File: src/rtl/seq_pkg.sv
// Shared sizing helpers for the programmable sequence detector.
// Widths are derived from MAX_LEN by each instantiating module.
package seq_pkg;

  function automatic int idx_w(input int max_len);
    return (max_len > 1) ? $clog2(max_len) : 1;
  endfunction

  function automatic int len_w(input int max_len);
    return $clog2(max_len + 1);
  endfunction

  function automatic int clamp_len(input int len, input int max_len);
    return (len > max_len) ? max_len : len;
  endfunction

endpackage

File: src/rtl/seq_sym_cmp.sv
// Masked symbol compare: a cleared mask bit makes that bit a wildcard.
module seq_sym_cmp #(
  parameter int SYM_W = 2
) (
  input  logic [SYM_W-1:0] sym,
  input  logic [SYM_W-1:0] pat,
  input  logic [SYM_W-1:0] mask,
  output logic             hit
);

  assign hit = ((sym ^ pat) & mask) == '0;

endmodule

File: src/rtl/seq_detect_prog.sv
// Run-time programmable sequence detector with per-bit wildcards,
// selectable overlap, Mealy match pulse, registered copy and saturating count.
module seq_detect_prog
  import seq_pkg::*;
#(
  parameter int SYM_W   = 2,
  parameter int MAX_LEN = 8,
  parameter int CNT_W   = 16
) (
  input  logic                        clk,
  input  logic                        clr,
  input  logic                        cfg_we,
  input  logic [idx_w(MAX_LEN)-1:0]   cfg_idx,
  input  logic [SYM_W-1:0]            cfg_sym,
  input  logic [SYM_W-1:0]            cfg_mask,
  input  logic                        ctl_we,
  input  logic [len_w(MAX_LEN)-1:0]   cfg_len,
  input  logic                        cfg_overlap,
  input  logic                        in_valid,
  input  logic [SYM_W-1:0]            in,
  input  logic                        cnt_clr,
  output logic                        out,
  output logic                        out_q,
  output logic [CNT_W-1:0]            match_cnt
);

  localparam int LEN_W = len_w(MAX_LEN);

  logic [MAX_LEN-1:0][SYM_W-1:0] pat, msk;
  logic [LEN_W-1:0]              len;
  logic                          overlap;
  logic [MAX_LEN-1:0]            act, nact, hit, len_en;
  logic                          fin, cfg_cyc;

  for (genvar k = 0; k < MAX_LEN; k++) begin : g_cmp
    seq_sym_cmp #(.SYM_W(SYM_W)) u_cmp (
      .sym  (in),
      .pat  (pat[k]),
      .mask (msk[k]),
      .hit  (hit[k])
    );
  end

  // Stage k extends a partial match of length k; stage 0 always starts fresh.
  always_comb begin
    len_en = '0;
    fin    = 1'b0;
    for (int k = 0; k < MAX_LEN; k++)
      len_en[k] = (k < int'(len));
    nact = hit & {act[MAX_LEN-2:0], 1'b1} & len_en;
    for (int k = 0; k < MAX_LEN; k++)
      if (int'(len) == k + 1) fin = nact[k];
  end

  assign cfg_cyc = cfg_we | ctl_we;
  assign out     = in_valid & (len != '0) & fin & ~cfg_cyc;

  always_ff @(posedge clk or posedge clr) begin
    if (clr) begin
      pat       <= '0;
      msk       <= '1;
      len       <= '0;
      overlap   <= 1'b0;
      act       <= '0;
      out_q     <= 1'b0;
      match_cnt <= '0;
    end else begin
      if (cfg_we) begin
        pat[cfg_idx] <= cfg_sym;
        msk[cfg_idx] <= cfg_mask;
      end
      if (ctl_we) begin
        len     <= LEN_W'(clamp_len(int'(cfg_len), MAX_LEN));
        overlap <= cfg_overlap;
      end
      // Config writes discard progress; a non-overlapped match restarts cleanly.
      if (cfg_cyc || (out && !overlap)) act <= '0;
      else if (in_valid)                act <= nact;
      out_q <= out;
      if (cnt_clr)                       match_cnt <= '0;
      else if (out && match_cnt != '1)   match_cnt <= match_cnt + 1'b1;
    end
  end

endmodule
File: config.mk
export PLATFORM = sky130hd
export DESIGN_NAME = seq_detect_prog
export DESIGN_NICKNAME = d
export VERILOG_FILES = /design/src/rtl/seq_pkg.sv /design/src/rtl/seq_sym_cmp.sv /design/src/rtl/seq_detect_prog.sv
export SDC_FILE = /design/constraint.sdc
export NUM_CORES = 1
export LEC_CHECK = 0
export CORE_UTILIZATION = 55
export DETAILED_ROUTE_END_ITERATION = 8
export GPL_TIMING_DRIVEN = 0
export PLACE_DENSITY = 0.87
export SLEW_MARGIN = 30
export SYNTH_ARGS = -nofsm -noshare
export SYNTH_HDL_FRONTEND = slang
export SYNTH_SLANG_ARGS = --single-unit
File: constraint.sdc
create_clock -name clk -period 2.5 [get_ports clk]
set_input_delay 0.375 -clock clk [delete_from_list [all_inputs] [get_ports clk]]
set_output_delay 0.375 -clock clk [all_outputs]
set_load 0.02 [all_outputs]
======== Yosys cells after proc, flatten, opt, wreduce, memory -nomap -nowiden ========
Cells that the tools add are included.
Widths: inputs -> output; s select.
storage, ports and cells
  register bits after elaboration ......... 61
  bits of input ports ..................... 20
  output and inout port bits .............. 18
  logic and storage cells ................. 98
operators by class
  reduce and logical (&&, ||, !) cells .... 16
  order comparisons ....................... 11
  bitwise operators ....................... 23
  equal/unequal tests ..................... 9
  multiplexer cells ....................... 17
  add/subtract/negate cells ............... 1
operator list
  operator               number
  $bwmux 16              2
  $mux 16                2
  $eq 4x4->1 const B     5
  $add 16x1->16 const B  1
  $and 2x2->2            8
  $and 8x8->8            2
  $logic_not 2->1        8
  $lt 3x4->1 const A     4
  $ne 16x16->1 const B   1
  $xor 2x2->2            8
  $mux 7                 2
  $eq 4x3->1 const B     2
  $lt 1x4->1 const A     2
  $lt 2x4->1 const A     2
  $mux 1                 8
  $demux 2 s3            1
  $eq 4x2->1 const B     1
  $gt 4x4->1 const B     1
  $lt 3x4->1 const B     1
  $mux 4                 1
  $reduce_bool 2->1      2
  $reduce_bool 4->1      1
  $and 1x1->1            3
  $ge 3x1->1 const B     1
  other kinds (6)        8

======== Longest topological paths before layout ========
  depth in word-level cells ............... 18
  depth in mapped cells ................... 8

======== By module ========
From an unflattened synthesis, not the netlist that was laid out.
second synthesis, totals
  cells, all modules ...................... 278
  area, all modules ....................... 3088.0 um^2
modules (own cells, without submodules)
  module           instances  sequential area each (um^2)  cells an instance  area an instance (um^2)
  seq_detect_prog  1          1546.5                       254                2887.8
  seq_sym_cmp      8          0.0                          3                  25.0

======== Worst setup path before layout ========
OpenSTA, ideal clock, no wires.
  kind .................................... in2reg
  start ................................... in in[0]
  end ..................................... reg match_cnt[13]
  library setup time ...................... 0.125 ns
  slack ................................... 0.208 ns
  stages .................................. 8
  arrival time ............................ 2.168 ns
  path buffers ............................ 1
  data required time ...................... 2.375 ns
  path through ............................ buf_6 > xor2_1 > a221oi_2 > a31oi_1 > a311oi_4 > o211ai_4 > nor3_1 > mux2_2
on the way
  cells in the longest elaborated chain, start to end .. 17
  elaborated cells on any way between the ends .. 38
  classes of those cells .................. 8 x mux; 20 x bitwise; 10 x reduce/logical
ends and longest elaborated chain
  item                           RTL line               source
  start: declaration             seq_detect_prog.sv:20  input logic [SYM_W-1:0] in,
  $xor 2x2->2                    seq_sym_cmp.sv:11      assign hit = ((sym ^ pat) & mask) == '0;
  $and 2x2->2                    seq_sym_cmp.sv:11
  $logic_not 2->1                seq_sym_cmp.sv:11
  $and 8x8->8 * (2 in series)    seq_detect_prog.sv:50  nact = hit & {act[MAX_LEN-2:0], 1'b1} & len_en;
  $mux 1 (7 in series)           seq_detect_prog.sv:52  if (int'(len) == k + 1) fin = nact[k];
  $mux 1 *                       seq_detect_prog.sv:52
  $and 1x1->1 * (2 in series)    seq_detect_prog.sv:56  assign out = in_valid & (len != '0) & fin & ~cfg_cyc;
  $logic_and 1x1->1 *            seq_detect_prog.sv:81  else if (out && match_cnt != '1) match_cnt <= match_cnt + 1'b1;
  $reduce_bool 2->1 (no line) *  --
  end signal: assignment         seq_detect_prog.sv:81
  end: declaration               seq_detect_prog.sv:24  output logic [CNT_W-1:0] match_cnt
Every way passes the cells marked *; elsewhere a longest branch is shown, timed or not.
A chain may end at the register's enable or synchronous reset.

======== Final worst setup path ========
  start ................................... reg len[2]
  end ..................................... out out
on the way
  cells in the longest elaborated chain, start to end .. 12
  elaborated cells on any way between the ends .. 29
  classes of those cells .................. 8 x order compare; 8 x eq/ne; 8 x mux; 4 x bitwise; 1 x reduce/logical
ends and longest elaborated chain
  item                         RTL line               source
  start: declaration           seq_detect_prog.sv:30  logic [LEN_W-1:0] len;
  start signal: assignment     seq_detect_prog.sv:73  len <= LEN_W'(clamp_len(int'(cfg_len), MAX_LEN));
  $lt 1x4->1                   seq_detect_prog.sv:49  len_en[k] = (k < int'(len));
  $and 8x8->8                  seq_detect_prog.sv:50
  $mux 1 (8 in series)         seq_detect_prog.sv:52
  $and 1x1->1 * (2 in series)  seq_detect_prog.sv:56
  end: declaration             seq_detect_prog.sv:22  output logic out,
Marks and branches as above.

==> results.cfg <==
[status]
outcome = finished clean

[global_route]
antenna_found_initial = 0
grt_max_degree = 33
grt_pass1_wl_mm = 12.0
grt_overflow = 0
grt_pass1_vias = 2421
globalRouteTotalUtil = 0.262

[critical_path]
crit_type = register to output pin
worstSetupEndpointType = output pin
path_cells = bufbuf_16, o21ai_2, a221oi_4, o221ai_2, a21oi_4, a21oi_2, nor2_2, buf_6
cp.required_ns = 2.12
start_kind = register
slowest_delay_ns = 0.33
slowest_stage = dfrtp_1
critical_path_arrival_ns = 2.05
crit_fanout = 9

[cts]
clock-sinks = 61
clk_path_buf_depth = 2
clk_pin_slew_ns = 0.07
cts_made_buffers = 9
clockRootBuffer = clkbuf_8
insertion_delay_ns = 0.35
cts_tree = built
hold_buffers = 0
htree_levels = 3

[synthesis]
synth_area_sq_um = 3170
yosys_warnings = 0
synthMuxAreaShare = 0.144
synthSimpleGateAreaFrac = 0.154
synth_edf_count = 0
synth-compound-area-share = 0.116
syn-num-nets = 306
syn_area_per_cell_sq_um = 11.1
netlist_instances = 285
synth_cell_types = 52
async_flop_share = 1.00
ys.flop_type = dfrtp_1
synth_top_family_by_area = simple AND/OR/NAND/NOR gates
synth_xor_area_frac = 0.0608
synth_seq_area_share = 0.488
ys_seq_elements = 61
synthAdderAreaFrac = 0.00395

[sta]
tightest_slew_ns = 0.712
hold_ws_ns = 0.363
period_share = 0.969
post-route-min-period_ns = 2.42
setup_viol = 0
fmax_mhz = 413
slew-limit-headroom = 0.525
totalNegativeSetupSlack_ns = 0
finalMaxSlewViolations = 0
fin_skew_ns = 0.00501
hold_violations = 0

[power_and_ir_drop]
power.total_uw = 2660
vdd_drop_max_uv = 425
power_density_nw_per_um2 = 670
power_leakage_uw = 0.00160

[cells_and_area]
area_delta_synth_final_pct = 25.3
final_util = 0.717
drive_above_1_share = 0.291
fillers = 405
diodes = 0
nets = 356
stdcell_area_sq_um = 3970

[drt]
vias = 2424
drtPass1Iterations = 4
drc = 0
ant_nets = 0
drtIter0Drc = 106
finalWirelength_mm = 7.10
via_per_inst = 5.88
wl_per_cell_um = 17.2

[floorplanning]
io-pin-count = 38
rows = 27
fp.dieW_um = 77.9
design.core.area_sq_um = 5540
die_y_um = 77.9
start_util = 0.572
dieArea_sq_um = 6070

[place]
place_hpwl_mm = 4.99
gp_congestion = 0.869
port_buffers = 35
place_area_sq_um = 3630

[min_path]
min_path_type = input port to async pin

[flow_run]
drv_cap = 0
## worst max-delay path, delay by kind of cell, from the launching register on
| family | cells | cell delay (ns) |
|---|---|---|
| compound gates | 5 | 0.79 |
| buf+inv | 2 | 0.41 |
| flops | 1 | 0.33 |
| simple gates | 1 | 0.17 |
## synthesized netlist by cell type, types with 2 or more instances
cell type	count	area [sq um]
a21oi_1	9	45.0
a221oi_1	4	35.0
a22oi_1	2	15.0
a31oi_1	2	12.5
a41oi_1	2	17.5
and3_1	3	18.8
buf_6	2	22.5
clkbuf_1	5	18.8
dfrtp_1	45	1130
dfstp_2	16	420
inv_1	9	33.8
mux2_2	36	405
mux2i_1	5	50.1
nand2_1	22	82.6
nand2b_1	2	12.5
nand3_1	8	40.0
nand4_1	3	18.8
nand4b_1	3	26.3
nor2_1	21	78.8
nor2b_1	6	37.5
nor3_1	11	55.1
nor3b_1	2	15.0
o211ai_1	3	22.5
o21ai_0	8	40.0
o22ai_1	3	18.8
or3_1	5	31.3
or4_1	2	15.0
xor2_1	22	193
## power by group
group	switching (uW)	internal, uW
clock network	383	612
registers	91.5	1150
logic	211	212
total	685	1980
## final cells by class
cell class,count,area [sq um],share of cell area
Buffer,8,73.8,0.0186
Clock buffer,12,155,0.0391
Clock inverter,4,70.1,0.0176
Inverter,9,36.3,0.00914
Multi-Input combinational cell,207,1600,0.404
Sequential cell,61,1550,0.390
Tap cell,72,90.1,0.0227
Timing Repair Buffer,39,394,0.0992
## metrics by stage
stage | setup slack [ns] | instances
after floorplan | 0.208 | 285
after global placement | -0.516 | 392
after detailed placement | -0.579 | 393
after CTS | 0.0155 | 411
after global routing | -0.0113 | 412
final | 0.0775 | 412
## kinds of logic after synthesis
family,after synthesis
AO/OA/AOI/OAI,48
XOR/XNOR,22
adder cells (fa/ha/maj),1
buffers and inverters,17
flip-flops,61
multiplexers,41
AND/OR/NAND/NOR,95
## worst paths after layout
path,from,slack (ns),end,depth (start not counted)
setup reg to reg,pat[14]$_DFFE_PP0P_,0.10,match_cnt[13]$_DFFE_PP0P_,8
max in group asynchronous,clr,1.57,msk[12]$_DFFE_PP1P_,3
hold reg to reg,pat[12]$_DFFE_PP0P_,0.53,pat[12]$_DFFE_PP0P_,1
hold / removal,clr,0.36,len[2]$_DFFE_PP0P_,2
setup / recovery,len[2]$_DFFE_PP0P_,0.08,out,8
min in group clk,pat[12]$_DFFE_PP0P_,0.53,pat[12]$_DFFE_PP0P_,1
## routing by layer
metal	part of all wire	vias up	GRT usage
met5	0	-	0
met2	0.54	80	0.465
met3	0.051	12	0.0788
met1	0.40	1203	0.306
li1	-	1129	-
met4	0.014	0	0.0722
## state kept, by name, summed over array words and instances, names as in the netlist
name and count:
match_cnt 16, act 7, len 4, pat 16, overlap 1, msk 16
out_q 1
## placed cells by master (no fill, tap or decap), types with 3 or more instances in the layout
cell,instances
clkdlybuf4s50_1,34
nor2b_1,6
mux2_2,36
nand3_1,8
nand4b_1,3
nand4_1,3
a221oi_2,3
dfrtp_1,44
inv_1,7
xor2_1,22
dfstp_2,16
buf_4,3
o21ai_0,7
a21oi_1,8
clkbuf_8,11
o211ai_1,3
and3_1,3
nor3_1,11
nand2_1,21
or3_1,5
mux2i_1,5
o22ai_1,3
buf_6,3
nor2_1,20
clkbuf_1,6
## repair_timing
| item | CTS | global route |
|---|---|---|
| gates cloned | 0 | 0 |
| buffers inserted | 2 | 1 |
| setup endpoints to repair | 11 | 10 |
| pin swaps | 2 | 1 |
| resized for setup | 18 | 6 |
| hold endpoints to repair | 0 | 0 |
No activity file was read; power rests on OpenSTA's default activity.
